**config.mk**
```make
export PLATFORM = sky130hd
export DESIGN_NAME = demux_sc
export DESIGN_NICKNAME = d
export VERILOG_FILES = /design/src/rtl/demux_sc.sv
export SDC_FILE = /design/constraint.sdc
export NUM_CORES = 1
export LEC_CHECK = 0
export BUFFER_PORTS_ARGS = -buffer_cell sky130_fd_sc_hd__buf_2
export CAP_MARGIN = 20
export CORE_ASPECT_RATIO = 1.5
export CORE_MARGIN = 1
export CORE_UTILIZATION = 45
export DETAILED_ROUTE_END_ITERATION = 8
export PLACE_DENSITY_LB_ADDON = 0.05
export SKIP_CTS_REPAIR_TIMING = 1
export SYNTH_ARGS = -nofsm -noshare
export SYNTH_HDL_FRONTEND = slang
export SYNTH_SLANG_ARGS = --single-unit
```
**constraint.sdc**
```tcl
create_clock -name clk_i -period 3.3 [get_ports clk_i]
set_input_delay 0.495 -clock clk_i [delete_from_list [all_inputs] [get_ports clk_i]]
set_output_delay 0.495 -clock clk_i [all_outputs]
set_load 0.01 [all_outputs]
```
**src/rtl/demux_sc.sv**
```systemverilog
// demux_sc: 1-to-2 valid/ready stream demux with a 2-deep FIFO per channel and x-aware select
module demux_sc #(
  parameter int SIZE  = 1,
  parameter int CNT_W = 8
) (
  input  logic             clk_i,
  input  logic             rst_i,
  input  logic [SIZE-1:0]  in_i,
  input  logic             sel_i,
  input  logic             in_valid_i,
  output logic             in_ready_o,
  output logic [SIZE-1:0]  out_a_o,
  output logic             out_a_valid_o,
  input  logic             out_a_ready_i,
  output logic [SIZE-1:0]  out_b_o,
  output logic             out_b_valid_o,
  input  logic             out_b_ready_i,
  output logic             sel_err_o,
  output logic [CNT_W-1:0] cnt_a_o,
  output logic [CNT_W-1:0] cnt_b_o,
  output logic [CNT_W-1:0] err_cnt_o
);
  logic [1:0][SIZE-1:0]  h_q, h_d, t_q, t_d;
  logic [1:0][1:0]       n_q, n_d;
  logic [1:0][CNT_W-1:0] cnt_q, cnt_d;
  logic [CNT_W-1:0]      err_q, err_d;
  logic                  sel_err_q;
  logic                  sel_bad, acc, drop;
  logic [1:0]            rdy, push, pop;
  // Classify the select, gate acceptance and compute next state of both FIFOs and counters
  always_comb begin
    sel_bad    = !(sel_i === 1'b0 || sel_i === 1'b1);
    in_ready_o = !rst_i && (sel_bad || (sel_i ? n_q[1] != 2'd2 : n_q[0] != 2'd2));
    acc        = in_valid_i && in_ready_o;
    drop       = acc && sel_bad;
    push       = {acc && !sel_bad && sel_i, acc && !sel_bad && !sel_i};
    rdy        = {out_b_ready_i, out_a_ready_i};
    for (int c = 0; c < 2; c++) begin
      pop[c]   = n_q[c] != 2'd0 && rdy[c];
      h_d[c]   = (pop[c] && n_q[c] == 2'd2) ? t_q[c] :
                 (push[c] && (n_q[c] == 2'd0 || pop[c])) ? in_i : h_q[c];
      t_d[c]   = (push[c] && n_q[c] == 2'd1 && !pop[c]) ? in_i : t_q[c];
      n_d[c]   = n_q[c] + 2'(push[c]) - 2'(pop[c]);
      cnt_d[c] = cnt_q[c] + CNT_W'(push[c]);
    end
    err_d = err_q + CNT_W'(drop && err_q != '1);
  end
  // FIFO storage, occupancy, counters and the one-cycle drop pulse; reset flushes everything
  always_ff @(posedge clk_i or posedge rst_i)
    if (rst_i) begin
      h_q       <= '0;
      t_q       <= '0;
      n_q       <= '0;
      cnt_q     <= '0;
      err_q     <= '0;
      sel_err_q <= 1'b0;
    end else begin
      h_q       <= h_d;
      t_q       <= t_d;
      n_q       <= n_d;
      cnt_q     <= cnt_d;
      err_q     <= err_d;
      sel_err_q <= drop;
    end
  assign out_a_o       = h_q[0];
  assign out_b_o       = h_q[1];
  assign out_a_valid_o = n_q[0] != 2'd0;
  assign out_b_valid_o = n_q[1] != 2'd0;
  assign cnt_a_o       = cnt_q[0];
  assign cnt_b_o       = cnt_q[1];
  assign err_cnt_o     = err_q;
  assign sel_err_o     = sel_err_q;
endmodule
```
==> results of run 1 <==
==> kinds of logic (layout without fill, tap and decap cells) <==
family,Yosys count,in the layout,share of synthesized area
simple gates,30,30,0.158
flops,24,24,0.489
buf+inv,17,38,0.0825
xor+xnor,16,16,0.114
fa+ha+maj,8,8,0.0815
mux,6,6,0.0530
compound gates,3,3,0.0194
other cells,1,9,0.00305
==> worst paths after layout <==
check / slack (ns) / endpoint / startpoint
max reg2reg: 1.19 / cnt_b_o[6] / n_q[1]
max in group asynchronous: 2.37 / cnt_b_o[3] / rst_i
min in group clk_i: 0.45 / t_q[1] / in_i
min reg2reg: 0.47 / cnt_b_o[7] / cnt_b_o[7]
min: 0.40 / cnt_a_o[1] / rst_i
max: 1.19 / cnt_b_o[6] / n_q[1]
==> metrics by stage <==
step	total power, uW	setup slack (ns)
2_1_floorplan	711	1.08
3_3_place_gp	823	1.11
3_5_place_dp	837	1.08
4_1_cts	988	1.21
5_1_grt	1060	1.00
6_report	974	1.19
==> worst register-to-register path, stage by stage, from the launching register on <==
cell      delay (ns)
dfrtp_1         0.45
nor3b_1         0.17
a311oi_1        0.36
and3_1          0.23
ha_1            0.19
ha_1            0.18
and3_1          0.19
nand3_1         0.10
xnor2_1         0.13
==> layout by cell type, fill, tap and decap left out <==
cell type  synthesis  layout
nor2_1             2       2
nand2_1            1       1
conb_1             1       9
or2_1              1       1
o211ai_1           1       1
and2_1             3       3
and4bb_2           1       1
nand3b_1           2       2
nor4_1             1       1
nor3b_1            1       1
nand4_1            1       1
nand3_1            8       8
nor4b_1            1       1
and3_1             5       5
xnor2_1           12      12
mux2i_1            2       2
clkbuf_4           0       3
mux2_1             1       1
clkbuf_8           0       1
a211oi_1           1       1
nand4b_1           1       1
buf_2              0      27
nor3b_2            1       1
dfrtp_1           24      24
a311oi_1           1       1
ha_1               8       8
xor2_1             4       4
and3b_1            1       1
inv_1              7       7
mux2_2             3       3
==> routing by layer <==
layer | global-route usage | routed length, um
met5 | 0 | 0
met4 | 0.0795 | 42
met3 | 0.0246 | 63
met2 | 0.287 | 1050
met1 | 0.179 | 813
==> registers in the layout, indices dropped and copies added (netlist names) <==
signal   cells
cnt_a_o      8
cnt_b_o      8
n_q          4
out_a_o      1
out_b_o      1
t_q          2
==> layout make-up <==
type                    instances  area (um^2)  area share
multi-input cells              72          557       0.398
clock buffers                   4         36.3      0.0259
repair buffers                 27          135      0.0965
flip-flops and latches         24          601       0.429
well taps                      36         45.0      0.0322
inverters                       7         26.3      0.0188
==> where the power goes <==
part / leakage, uW / switching (uW) / total, uW / internal [uW]
Combinational: 0.000406 / 168 / 338 / 170
Sequential: 0.000306 / 90.0 / 484 / 394
Clock: 0.0000210 / 85.0 / 152 / 67.4
==> synthesized netlist by cell type <==
library cell / instances
nand3_1: 8
nor4b_1: 1
and4bb_2: 1
nor3b_2: 1
buf_4: 10
dfrtp_1: 24
and3_1: 5
and3b_1: 1
nand3b_1: 2
nand4_1: 1
xor2_1: 4
nor3b_1: 1
nor4_1: 1
a311oi_1: 1
conb_1: 1
ha_1: 8
mux2_2: 3
o211ai_1: 1
nand4b_1: 1
mux2i_1: 2
or2_1: 1
and2_1: 3
inv_1: 7
nand2_1: 1
nor2_1: 2
xnor2_1: 12
mux2_1: 1
a211oi_1: 1
==> impl_metrics.tcl, run 1 <==
set metrics [dict create \
    status "finished, final reports clean" \
    place_inst 166 \
    synth_cell_types 28 \
    fp.coreArea_um2 2500 \
    drt-vias-per-instance 4.88 \
    cts_tree "yes" \
    die_y_um 66.0 \
    clockBufferDepth 2 \
    grt_usage 0.161 \
    pin_count 37 \
    required_ns 3.51 \
    criticalPathCategory "reg2reg" \
    rows 22 \
    wirelength_um 1970 \
    max_stage_delay_ns 0.45 \
    peakVddDrop_mv 0.389 \
    skew_ns 0.00604 \
    grt_max_degree 25 \
    diodes 0 \
    synth_area_per_cell_um2 11.7 \
    crit_fanout 5 \
    drtPass1Iterations 4 \
    clockRootBuffer "clkbuf_4" \
    grt_pass1_vias 780 \
    cp-start-kind "register" \
    min_period_ns 2.11 \
    synth.cell_area_um2 1230 \
    final_cells 170 \
    drv_slew 0 \
    nets 150 \
    reg2reg_depth 8 \
    stdcell_area_um2 1400 \
    max_freq_mhz 474 \
    fill_cells 228 \
    clk_latency_ns 0.31 \
    postPlaceCellArea_um2 1360 \
    cts.sinks 24 \
    yosys_warnings 0 \
    p_leak_uw 0.000732 \
    syn2layout_area_growth_pct 14.0 \
    ant_nets 0 \
    drc 0 \
    clkTransAtPathRegs_ns 0.13 \
    gp_congestion 0.720 \
    start_util 0.491 \
    grt_pass1_wl_um 3390 \
    tightest_slew_ns 0.863 \
    period_share 0.640 \
    vias 830 \
    drt_iter0_markers 8 \
    hold_class "in2async" \
    fin_util 0.559 \
    worstSetupPathDepth 8 \
    crit_slowest_cell "dfrtp_1" \
    finalSetupTns_ns 0 \
    ys_seq_area_frac 0.489 \
    portBuffers 27 \
    setup_viol 0 \
    syn_inst 105 \
    power.density_nw_per_um2 696 \
    fp.dieW_um 44.7 \
    grt_overflow 0 \
    slew_headroom 0.424 \
    dpl.hpwl_um 1580 \
    critPathCaptureType "register" \
    antenna_found_initial 0 \
    h-tree-depth 1 \
    rsz0062_at_grt "no" \
    path_buf_inv 0 \
    critPathTopFamily "simple AND/OR/NAND/NOR gates" \
    ys_ff_latch 24 \
    cts_made_buffers 3 \
    post_drt_wl_per_cell_um 11.6 \
    drv_cap 0 \
    synth.largest_area_cell "dfrtp_1" \
    ys_top_cells_by_area "dfrtp_1, xnor2_1, ha_1" \
    cp.arrival_ns 2.32 \
    drive_gt1_frac 0.269 \
    die-area_um2 2950 \
    cp_cell_sequence "nor3b_1 -> a311oi_1 -> and3_1 -> ha_1 -> ha_1 -> and3_1 -> nand3_1 -> xnor2_1" \
    hold_slack_ns 0.400 \
    hold_viol_final 0 \
    synth_top_area_frac 0.489 \
]
(Power assumes the default switching activity.)
==> inputs of run 2 (changes only) <==
==> constraint.sdc (replaced) <==
create_clock -name clk_i -period 1.8 [get_ports clk_i]
set_input_delay 0.27 -clock clk_i [delete_from_list [all_inputs] [get_ports clk_i]]
set_output_delay 0.27 -clock clk_i [all_outputs]
set_load 0.01 [all_outputs]
==> run 2 against run 1 <==
  * Maximum frequency is 13% higher
  * Die area stayed put
  * Worst hold slack worse by 0.29 ns
  * Utilization rose by 12 points
  * Critical path depth up 1
  * Via count up 7.3%
  * Count of clock-buffer cells in the layout decreased by 1
  * Final cell count grew 9.4%
  * Total power rose by 120%
  * Register-to-register slack lost 1.3 ns
  * Largest power group unchanged
  * The run now ends with setup timing left
  * Final area is 22% higher
==> impl_metrics.tcl, run 2 (synthesized netlist as in run 1, its figures left out) <==
set metrics [dict create \
    setup_ws_ns -0.0702 \
    grt_pass1_wl_um 3550 \
    cts_made_buffers 3 \
    antenna_found_initial 0 \
    start_util 0.491 \
    violations "setup timing" \
    power.density_nw_per_um2 1280 \
    hold_class "in2async" \
    postPlaceCellArea_um2 1480 \
    rows 22 \
    gp_congestion 0.710 \
    drtPass1Iterations 4 \
    period_share 1.04 \
    setup_viol 4 \
    place_inst 181 \
    fp.coreArea_um2 2500 \
    drv_slew 0 \
    detailedPlace.worstSlack_ns -0.0528 \
    cp.arrival_ns 2.09 \
    rrSetupSlack_ns -0.07 \
    criticalPathCategory "reg2reg" \
    grt_overflow 0 \
    portBuffers 27 \
    status "finished with violations" \
    die-area_um2 2950 \
    required_ns 2.02 \
    max_freq_mhz 535 \
    p_leak_uw 0.000851 \
    peakVddDrop_mv 0.809 \
    skew_ns 0.00907 \
    grt_usage 0.164 \
    clkTransAtPathRegs_ns 0.14 \
    pin_count 37 \
    ant_nets 0 \
    die_y_um 66.0 \
    drt_iter0_markers 10 \
    critical_path.reg2reg.endpoint "n_q[3]" \
    diodes 0 \
    grt_max_degree 16 \
    reg2reg_depth 9 \
    drv_cap 0 \
    cts.sinks 24 \
    final_cells 186 \
    min_period_ns 1.87 \
    drive_gt1_frac 0.493 \
    cts_tree "yes" \
    syn2layout_area_growth_pct 38.7 \
    critPathCaptureType "register" \
    clockBufferDepth 2 \
    clk_latency_ns 0.32 \
    fin_util 0.680 \
    wirelength_um 2200 \
    drc 0 \
    drt-vias-per-instance 4.79 \
    hold_slack_ns 0.113 \
    layout_common_cells "buf_2, dfrtp_1, buf_4, xnor2_1, conb_1" \
    dpl.hpwl_um 1670 \
    rsz0062_at_grt "yes" \
    stdcell_area_um2 1700 \
    post_drt_wl_per_cell_um 11.8 \
    h-tree-depth 1 \
    cp-start-kind "register" \
    hold_viol_final 0 \
    final_common_cell "buf_2" \
    crit_fanout 2 \
    grt_pass1_vias 867 \
    vias 891 \
    fp.dieW_um 44.7 \
    r2r_start "n_q[1]" \
    nets 166 \
    clockRootBuffer "clkbuf_4" \
]
-- run 2: cell types whose count changed in the layout (fill, tap and decap cells not counted), sizes merged --
cell    before  now
bufinv       0    1
buf         27   43
clkbuf       4    3
-- run 2: area by class of cell --
cell class | instances | area (um^2)
Clock buffer | 3 | 22.5
Clock inverter | 1 | 30.0
Fill cell | 201 | 801
Inverter | 7 | 26.3
Multi-Input combinational cell | 72 | 721
Sequential cell | 24 | 601
Tap cell | 36 | 45.0
Timing Repair Buffer | 43 | 259
-- run 2: worst max path at each step --
stage,endpoint,startpoint,cells after the start
after global placement,n_q[1],n_q[1],9
final,n_q[3],n_q[1],9
after detailed placement,n_q[1],n_q[1],9
after floorplan,cnt_b_o[6],n_q[1],8
after CTS,n_q[1],n_q[1],9
after global routing,n_q[3],n_q[1],9
-- run 2: metrics by stage --
| stage | power, uW | setup TNS, ns |
|---|---|---|
| 6_report | 2180 | -0.213 |
| 5_1_grt | 2350 | -0.796 |
| 4_1_cts | 2020 | -0.256 |
| 3_5_place_dp | 1630 | -0.119 |
| 3_3_place_gp | 1600 | -0.101 |
| 2_1_floorplan | 1310 | -0.165 |
-- run 2: layer usage --
layer	share of wire	track usage	vias up
met2	0.55	0.301	23
li1	-	-	431
met1	0.40	0.178	431
met3	0.030	0.0164	6
met5	0	0	-
met4	0.026	0.0833	0
-- run 2: critical path, stage by stage (launching register included) --
cell      delay, ns
dfrtp_1        0.41
nor3b_4        0.16
a311oi_2       0.28
buf_4          0.18
nand3_4        0.06
ha_4           0.26
inv_2          0.03
ha_4           0.15
xnor2_2        0.13
xnor2_1        0.12
-- run 2: power breakdown --
| part | switching (uW) | internal [uW] |
|---|---|---|
| clock network | 162 | 225 |
| registers | 182 | 723 |
| logic | 404 | 484 |
==> inputs of run 3 (changes only) <==
--- a/config.mk
+++ b/config.mk
@@ -12,6 +12,7 @@
 export CORE_UTILIZATION = 45
 export DETAILED_ROUTE_END_ITERATION = 8
 export PLACE_DENSITY_LB_ADDON = 0.05
+export REMOVE_ABC_BUFFERS = 1
 export SKIP_CTS_REPAIR_TIMING = 1
 export SYNTH_ARGS = -nofsm -noshare
 export SYNTH_HDL_FRONTEND = slang
==> constraint.sdc (replaced) <==
create_clock -name clk_i -period 1.7 [get_ports clk_i]
set_input_delay 0.255 -clock clk_i [delete_from_list [all_inputs] [get_ports clk_i]]
set_output_delay 0.255 -clock clk_i [all_outputs]
set_load 0.01 [all_outputs]
==> run 3 against run 2 <==
  * The flow still finishes with violations (setup timing)
  * Critical path depth shrank 1
  * Non-clock buffer count up 4
  * Via count increased by 0.79%
  * Clock skew down 0.0084 ns
  * Total power increased by 0.18%
  * Worst hold slack better by 0.14 ns
  * First-iteration DRC count is 90% lower
  * Critical path type unchanged
  * Critical endpoint is now cnt_b_o[6]
==> impl_metrics.tcl, run 3 (synthesized netlist as in run 1, its figures left out) <==
set metrics [dict create \
    setup_ws_ns -0.245 \
    syn2layout_area_growth_pct 40.8 \
    die_y_um 66.0 \
    clockPowerShare 0.106 \
    h-tree-depth 1 \
    drive_gt1_frac 0.503 \
    p_int_uw 1400 \
    post_drt_wl_per_cell_um 12.1 \
    critPathCaptureType "register" \
    rsz0062_at_grt "yes" \
    setup_viol 13 \
    power_uw 2180 \
    drt_iter0_markers 1 \
    cp_cell_sequence "nor3b_4 -> a311oi_2 -> and3_4 -> ha_4 -> ha_4 -> and3_4 -> nand3_1 -> xnor2_1" \
    min_period_ns 1.94 \
    cp.arrival_ns 2.14 \
    max_stage_delay_ns 0.40 \
    start_util 0.491 \
    grt_pass1_wl_um 3620 \
    cts_made_buffers 3 \
    clockBufferDepth 2 \
    antenna_found_initial 0 \
    grt_max_degree 23 \
    peakVddDrop_mv 0.935 \
    drtPass1Iterations 2 \
    crit_fanout 3 \
    diodes 0 \
    fin_util 0.691 \
    ant_nets 0 \
    layout_common_cells "buf_2, dfrtp_1, buf_4, xnor2_1, conb_1" \
    vias 898 \
    fp.coreArea_um2 2500 \
    pin_count 37 \
    clk_latency_ns 0.29 \
    drc 0 \
    required_ns 1.89 \
    fill_cells 191 \
    die-area_um2 2950 \
    crit_slowest_cell "dfrtp_1" \
    criticalPathCategory "reg2reg" \
    grt_usage 0.169 \
    grt_pass1_vias 898 \
    cts.sinks 24 \
    violations "setup timing" \
    max_freq_mhz 514 \
    nets 170 \
    grt_overflow 0 \
    hold_viol_final 0 \
    drv_slew 0 \
    power.density_nw_per_um2 1260 \
    seqPwrFrac 0.441 \
    rows 22 \
    p_leak_uw 0.000832 \
    status "finished with violations" \
    finalSetupTns_ns -1.50 \
    skew_ns 0.000708 \
    final_common_cell "buf_2" \
    drv_cap 0 \
    clockRootBuffer "clkbuf_4" \
    switching_share 0.359 \
    final_cells 189 \
    period_share 1.14 \
    fp.dieW_um 44.7 \
    wirelength_um 2290 \
    cts_tree "yes" \
    clkTransAtPathRegs_ns 0.12 \
    portBuffers 27 \
    cp-start-kind "register" \
    hold_class "in2reg" \
    p_sw_uw 784 \
    drt-vias-per-instance 4.75 \
    gp_congestion 0.803 \
    dpl.hpwl_um 1700 \
    comb_power_share 0.453 \
    place_inst 184 \
]
[run 3: critical path: cells and delay by family (launching register included)]
family | cells | cell delay [ns]
AO/OA/AOI/OAI | 1 | 0.34
XOR/XNOR | 1 | 0.13
adder cells (fa/ha/maj) | 2 | 0.28
flip-flops | 1 | 0.40
AND/OR/NAND/NOR | 4 | 0.69
[run 3: final cells by class]
type	instances	area [um^2]	share of cell area
Clock buffer	3	22.5	0.0130
Inverter	7	26.3	0.0152
Multi-Input combinational cell	72	723	0.418
Sequential cell	24	601	0.347
Tap cell	36	45.0	0.0260
Timing Repair Buffer	47	313	0.181
[run 3: final timing paths]
| check | start | slack, ns | end | cells after the start |
|---|---|---|---|---|
| min in group asynchronous | rst_i | 0.53 | n_q[0] | 4 |
| max in group asynchronous | rst_i | 0.68 | cnt_a_o[4] | 5 |
| min reg2reg | cnt_a_o[7] | 0.47 | cnt_a_o[7] | 1 |
| max | n_q[1] | -0.24 | cnt_b_o[6] | 8 |
| max reg2reg | n_q[1] | -0.24 | cnt_b_o[6] | 8 |
| min | in_i | 0.25 | t_q[1] | 2 |
[run 3: stage by stage]
stage | cell area, um^2 | hold WS, ns | setup WS [ns]
after floorplan | 1180 | 0.270 | -0.367
after global placement | 1500 | 0.286 | -0.180
after detailed placement | 1500 | 0.285 | -0.247
after CTS | 1520 | -0.0488 | -0.291
after global routing | 1730 | 0.240 | -0.330
final | 1730 | 0.248 | -0.245
[run 3: routing by layer]
layer,GRT usage,routed length (um),share of wire
met1,0.177,867,0.38
met2,0.320,1330,0.58
met3,0.0246,73,0.032
met4,0.0682,24,0.010
met5,0,0,0
[run 3: power groups by stage]
stage               combinational, uW  clock [uW]  sequential [uW]
floorplan                         381           0              981
global placement                  800           0              921
detailed placement                822           0              925
CTS                               823         245              916
global route                     1110         269              993
finish                            989         231              964
